<file path="config.mk">
export PLATFORM = sky130hd
export DESIGN_NAME = mult_div_unit
export DESIGN_NICKNAME = d
export VERILOG_FILES = /design/src/rtl/mult_div_unit.sv
export SDC_FILE = /design/constraint.sdc
export NUM_CORES = 1
export LEC_CHECK = 0
export CAP_MARGIN = 30
export CORE_MARGIN = 2
export CORE_UTILIZATION = 62
export DETAILED_ROUTE_END_ITERATION = 7
export PLACE_DENSITY = 0.95
export SYNTH_ARGS = -nofsm -noshare
export SYNTH_HDL_FRONTEND = slang
export SYNTH_SLANG_ARGS = --single-unit
</file>
<file path="constraint.sdc">
create_clock -name clk -period 7.45 [get_ports clk]
set_input_delay 1.49 -clock clk [delete_from_list [all_inputs] [get_ports clk]]
set_output_delay 1.49 -clock clk [all_outputs]
set_load 0.005 [all_outputs]
</file>
<file path="src/rtl/mult_div_unit.sv">
// mult_div_unit: iterative signed/unsigned multiply and divide with HI/LO registers.
// One bit per cycle for WIDTH cycles, then a sign-fix cycle that writes hi/lo.
module mult_div_unit #(
  parameter int WIDTH = 32
) (
  input  logic             clk,
  input  logic             reset,
  input  logic             start_i,
  input  logic [1:0]       op_i,
  input  logic [WIDTH-1:0] a_i,
  input  logic [WIDTH-1:0] b_i,
  input  logic             hi_we_i,
  input  logic             lo_we_i,
  input  logic [WIDTH-1:0] wdata_i,
  output logic             busy_o,
  output logic             done_o,
  output logic [WIDTH-1:0] hi_o,
  output logic [WIDTH-1:0] lo_o
);
  localparam int CW = $clog2(WIDTH + 1);
  typedef enum logic [1:0] {IDLE, RUN, FIX} state_t;
  state_t state_q, state_d;
  logic [CW-1:0] cnt_q, cnt_d;
  logic [2*WIDTH-1:0] acc_q, acc_d, prod;
  logic [WIDTH-1:0] m_q, m_d, hi_q, hi_d, lo_q, lo_d;
  logic div_q, div_d, neg_q, neg_d, rneg_q, rneg_d, dz_q, dz_d, done_q, done_d;
  logic sa, sb, ge;
  logic [WIDTH-1:0] abs_a, abs_b, diff, quo, rem;
  logic [WIDTH:0] msum, shifted;
  assign sa = op_i[0] & a_i[WIDTH-1];
  assign sb = op_i[0] & b_i[WIDTH-1];
  assign abs_a = sa ? -a_i : a_i;
  assign abs_b = sb ? -b_i : b_i;
  // acc holds {partial product, multiplier} or {remainder, dividend/quotient}
  assign msum = {1'b0, acc_q[2*WIDTH-1:WIDTH]} + (acc_q[0] ? {1'b0, m_q} : '0);
  assign shifted = acc_q[2*WIDTH-1:WIDTH-1];
  assign ge = shifted >= {1'b0, m_q};
  assign diff = shifted[WIDTH-1:0] - m_q;
  assign prod = neg_q ? -acc_q : acc_q;
  assign quo = dz_q ? '1 : neg_q ? -acc_q[WIDTH-1:0] : acc_q[WIDTH-1:0];
  assign rem = rneg_q ? -acc_q[2*WIDTH-1:WIDTH] : acc_q[2*WIDTH-1:WIDTH];
  always_ff @(posedge clk) begin
    if (reset) begin
      state_q <= IDLE;
      cnt_q <= '0;
      acc_q <= '0;
      m_q <= '0;
      hi_q <= '0;
      lo_q <= '0;
      div_q <= 1'b0;
      neg_q <= 1'b0;
      rneg_q <= 1'b0;
      dz_q <= 1'b0;
      done_q <= 1'b0;
    end else begin
      state_q <= state_d;
      cnt_q <= cnt_d;
      acc_q <= acc_d;
      m_q <= m_d;
      hi_q <= hi_d;
      lo_q <= lo_d;
      div_q <= div_d;
      neg_q <= neg_d;
      rneg_q <= rneg_d;
      dz_q <= dz_d;
      done_q <= done_d;
    end
  end
  always_comb
    state_d = state_q == IDLE ? (start_i ? RUN : IDLE) :
              state_q == RUN  ? (cnt_q == CW'(1) ? FIX : RUN) : IDLE;
  always_comb begin
    cnt_d = cnt_q;
    acc_d = acc_q;
    m_d = m_q;
    hi_d = hi_q;
    lo_d = lo_q;
    div_d = div_q;
    neg_d = neg_q;
    rneg_d = rneg_q;
    dz_d = dz_q;
    done_d = state_q == FIX;
    if (state_q == IDLE) begin
      if (hi_we_i) hi_d = wdata_i;
      if (lo_we_i) lo_d = wdata_i;
      if (start_i) begin
        cnt_d = CW'(WIDTH);
        div_d = op_i[1];
        neg_d = sa ^ sb;
        rneg_d = sa;
        dz_d = op_i[1] & ~|b_i;
        acc_d = {{WIDTH{1'b0}}, op_i[1] ? abs_a : abs_b};
        m_d = op_i[1] ? abs_b : abs_a;
      end
    end else if (state_q == RUN) begin
      cnt_d = cnt_q - CW'(1);
      acc_d = div_q ? {ge ? diff : shifted[WIDTH-1:0], acc_q[WIDTH-2:0], ge} : {msum, acc_q[WIDTH-1:1]};
    end else if (state_q == FIX) begin
      hi_d = div_q ? rem : prod[2*WIDTH-1:WIDTH];
      lo_d = div_q ? quo : prod[WIDTH-1:0];
    end
  end
  always_comb busy_o = state_q != IDLE;
  assign done_o = done_q;
  assign hi_o = hi_q;
  assign lo_o = lo_q;
endmodule

</file>
Word level (Yosys, flattened, before mapping)
Cells that the tools add are included.
{"block": "totals", "regBits": 173, "latchBits": 0, "mem_bits_rw": 0, "romBits": 0, "input_bits": 103, "output_inout_bits": 66, "wordCells": 72, "n_memories": 0}
{"block": "op_classes", "n_addsub": 8, "n_mul": 0, "div": 0, "magnitude_cmp": 1, "eq_ne": 7, "shift": 0, "mux": 31, "n_bitwise": 4, "reduce_logical": 10}
{"op": "$mux W32", "n": 19}
{"op": "$mux W64", "n": 5}
{"op": "$neg A32 Y32", "n": 4}
{"op": "$neg A64 Y64", "n": 1}
{"op": "$add A32 B32 Y33", "n": 1}
{"op": "$ge A33 B32 Y1", "n": 1}
{"op": "$reduce_or A32 Y1", "n": 1}
{"op": "$sub A32 B32 Y32", "n": 1}
{"op": "$mux W6", "n": 3}
{"op": "$ne A2 B2 Y1 const B", "n": 4}
{"op": "$eq A6 B1 Y1 const B", "n": 1}
{"op": "$mux W2", "n": 3}
{"op": "$reduce_and A3 Y1", "n": 2}
{"op": "$reduce_bool A2 Y1", "n": 3}
{"op": "$sub A6 B1 Y6 const B", "n": 1}
{"op": "$reduce_and A2 Y1", "n": 2}
{"op": "$and A1 B1 Y1", "n": 3}
{"op": "$eq A2 B1 Y1 const B", "n": 1}
{"op": "$eq A2 B2 Y1 const B", "n": 1}
{"op": "$logic_not A2 Y1", "n": 1}
{"op": "$logic_not A1 Y1", "n": 1}
{"op": "$mux W1", "n": 1}
{"op": "$xor A1 B1 Y1", "n": 1}

Depth between registers and ports, before layout
{"block": "depth", "word_depth": 7, "ltp_mapped": 15, "depth_no_buf": 14}

Least setup slack after synthesis
No wires, ideal clock.
{"block": "synth_timing", "path_type": "input-to-reg", "from": "in b_i[0]", "to": "reg m_q[28]", "setup_time_ps": 65, "arrival_ps": 3909, "required_ps": 7385, "slack_ps": 3476, "cell_stages": 12, "n_path_buf": 0, "cell_sequence": "inv_1 ha_1 or3b_1 or4_1 nor3b_1 and3_1 and2_1 nor2_1 xor2_1 a21oi_1 mux2_2 nor2_1"}
{"block": "synth_between", "elab_chain_len": 3}
{"element": "start: declaration", "line_no": "11", "text": "input logic [WIDTH-1:0] b_i,"}
{"element": "$neg A32 Y32", "line_no": "33", "text": "assign abs_b = sb ? -b_i : b_i;"}
{"element": "$mux W32", "line_no": "33"}
{"element": "$mux W32", "line_no": "93", "text": "m_d = op_i[1] ? abs_b : abs_a;"}
{"element": "end signal: assignment", "line_no": "59", "text": "m_q <= m_d;"}
{"element": "end: declaration", "line_no": "25", "text": "logic [WIDTH-1:0] m_q, m_d, hi_q, hi_d, lo_q, lo_d;"}
No other way between the ends.
A chain may end at the register's enable or synchronous reset.

Worst setup path after layout
{"block": "layout_timing", "from": "in b_i[0]", "to": "reg acc_q[18]"}
{"block": "layout_between", "elab_chain_len": 5}
{"element": "$neg A32 Y32", "line_no": "33"}
{"element": "$mux W32", "line_no": "33"}
{"element": "$mux W32", "line_no": "92", "text": "acc_d = {{WIDTH{1'b0}}, op_i[1] ? abs_a : abs_b};"}
{"element": "$mux W64", "line_no": "86", "text": "if (start_i) begin"}
{"element": "$mux W64", "line_no": "83", "text": "if (state_q == IDLE) begin"}
{"element": "end signal: assignment", "line_no": "46", "text": "acc_q <= '0;"}
{"element": "end signal: assignment", "line_no": "58", "text": "acc_q <= acc_d;"}
{"element": "end: declaration", "line_no": "24", "text": "logic [2*WIDTH-1:0] acc_q, acc_d, prod;"}
No other way between the ends. The select of a mux whose other input is x is not followed.

==> impl_metrics.py <==
metrics = {
    "cts": {
        "post_cts_buffers": 0,
        "clock_latency_ns": 0.46,
        "clock_path_buffers": 2,
        "ctsHoldBuffers": 0,
        "cts_tree": "built",
        "clock_sinks": 173,
        "cts.clk_slew.worst_paths_ns": 0.09,
        "htree_levels": 4,
        "cts_buffers": 17,
        "clockRootBuffer": "clkbuf_16",
        "cts_resized": 0,
    },
    "die": {
        "core_mm2": 0.0228,
        "dieHeight_um": 157,
        "rows": 55,
        "dieArea_mm2": 0.0246,
        "io_pins": 169,
        "initial_core_util_pct": 63.5,
        "die_w_um": 157,
    },
    "timing": {
        "rsz0062_at_grt": "no",
        "final.setup.tns_ns": 0,
        "finalCritPeriodShare_pct": 60.7,
        "worstMarginPinSlew_ns": 1.16,
        "hold_viol_final": 0,
        "min_period_ns": 4.52,
        "hold_ws_ns": 0.450,
        "fmax_mhz": 221,
        "relSlewSlack_pct": 23.0,
        "slew_viol_final": 0,
        "setup_viol": 0,
        "fin_worst_skew_ns": 0.0193,
    },
    "route": {
        "drt_wl_total_um": 54100,
        "drtIter0Drc": 2535,
        "vias": 16200,
        "ant_nets": 0,
        "drc_errors": 0,
        "dr.pass1.iters": 6,
        "wl_per_cell_um": 22.6,
        "via_per_inst": 6.75,
    },
    "logic_synthesis": {
        "synth-seq-cells": 173,
        "synth_common_cells": "nor2_1 (252), nand2_1 (217), a21oi_1 (193)",
        "synth_top_area_share_pct": 24.0,
        "avgSynthCellArea_um2": 7.26,
        "synth_edf_count": 0,
        "async_flop_share_pct": 0,
        "yosys-top-cells-area": "dfxtp_1 (24%), a21oi_1 (6.7%), xnor2_1 (6.6%), nor2_1 (6.5%), ha_1 (6.1%)",
        "ys_seq_area_share_pct": 24.0,
        "yosys.area.top_type": "dfxtp_1",
        "ys.flop_type": "dfxtp_1",
        "yosysUniqueCellTypes": 75,
        "ys_warn_count": 0,
        "synthesis.instances": 1990,
        "synth_area_mm2": 0.0145,
        "syn_nets": 2165,
        "yosysMostFrequentCell": "nor2_1",
    },
    "critical_path": {
        "crit_path_max_fanout": 4,
        "cp-end-kind": "register",
        "r2r_cells": 12,
        "required_ns": 7.84,
        "crit_path_start_kind": "input port",
        "worstPathArrival_ns": 4.91,
        "crit_type": "in -> reg",
    },
    "global_routing": {
        "track_usage_pct": 43.1,
        "overflow": 0,
        "grt_pass1_vias": 14500,
        "grt_pass1_wl_um": 82400,
        "grt_max_degree": 88,
        "antenna_found_initial": 0,
    },
    "power_and_ir_drop": {
        "ir_drop_mv": 0.149,
        "cellPowerDensity_mw_per_mm2": 194,
        "leakagePower_uw": 0.00674,
    },
    "job": {
        "drv_cap": 0,
    },
    "min_path": {
        "whs_path_depth": 2,
        "hold_class": "reg -> reg",
    },
    "layout": {
        "syn2layout_area_growth_pct": 16.7,
        "drive_above_1_share_pct": 3.88,
        "fin_nets": 2249,
        "fillCellCount": 1788,
        "antenna_cells": 0,
    },
    "run_status": {
        "status": "finished clean",
    },
    "placed_design": {
        "portBuffers": 168,
        "gp_congestion": 1.00,
        "hpwl_um": 40900,
    },
}
layout by cell type, fill, tap and decap left out, types with 23 or more instances in the layout:
master,synthesis,routed
a211oi_1,44,44
a21o_1,42,42
a21oi_1,193,193
a31oi_1,30,30
clkdlybuf4s50_1,0,166
dfxtp_1,173,172
ha_1,70,70
inv_1,69,69
mux2i_1,64,64
nand2_1,217,217
nor2_1,252,250
nor3_1,41,41
o211ai_1,43,43
o21ai_0,59,59
o21ai_1,71,71
o221ai_1,23,23
xnor2_1,109,109
xor2_1,67,67
report_power, final:
part	switching, uW	internal, uW
Sequential	104	1000
Combinational	719	478
Clock	494	464
stage by stage:
stage	area [um2]	total power [uW]	std cells	util (%)	setup WS, ns
3_3_place_gp	16200	2240	2365	71.1	2.62
3_5_place_dp	16200	2270	2366	71.1	2.58
4_1_cts	16800	3210	2398	73.9	3.03
5_1_grt	16900	3380	2400	74.0	2.78
6_report	16900	3260	2400	74.0	2.93
2_1_floorplan	14500	1860	1990	-	3.48
worst max-delay path, cell delays in order:
cell and delay (ns):
clkdlybuf4s50_1 0.46, inv_1 0.10, ha_1 0.16, or3b_1 0.39
or4_1 0.50, nor3b_1 0.48, nand2_1 0.10, o21ai_1 0.15
xnor2_1 0.22, nor2_1 0.09, a211oi_1 0.49, o22ai_1 0.16
nor2_1 0.12
flip-flops by register name (all words and copies together) (netlist names):
| signal | count |
|---|---|
| acc_q | 64 |
| hi_o | 32 |
| lo_o | 32 |
| m_q | 32 |
| cnt_q | 6 |
| state_q | 2 |
| div_q | 1 |
| done_o | 1 |
| dz_q | 1 |
| neg_q | 1 |
| rneg_q | 1 |
cell type report:
type	count	area (um2)	area share (%)
multi-input combinational	1622	10300	60.8
sequential	173	3470	20.6
timing repair buffer	189	1840	10.9
clock buffer	17	425	2.52
tap	313	392	2.32
inverter	71	267	1.58
clock inverter	15	214	1.27
layer usage:
| layer | GRT usage [%] | share of wire, % |
|---|---|---|
| met3 | 8.70 | 12 |
| met5 | 0 | 0 |
| met1 | 57.0 | 39 |
| met4 | 21.0 | 5.3 |
| met2 | 67.3 | 44 |
worst paths after layout:
| path | to | start | slack [ns] |
|---|---|---|---|
| min | m_q[12] | m_q[12] | 0.45 |
| min reg2reg | m_q[12] | m_q[12] | 0.45 |
| max | acc_q[18] | b_i[0] | 2.93 |
| max reg2reg | acc_q[0] | acc_q[38] | 3.32 |
cell families after synthesis:
logic type | count (synthesis) | share of synthesized area, %
AOI/OAI and AO/OA | 635 | 28.0
xor gates and xnor gates | 176 | 10.7
adders and majority gates | 72 | 6.34
buffers and inverters | 195 | 5.22
DFF | 173 | 24.0
muxes | 69 | 4.82
and+or+nand+nor | 670 | 20.9
(Power assumes the default switching activity.)
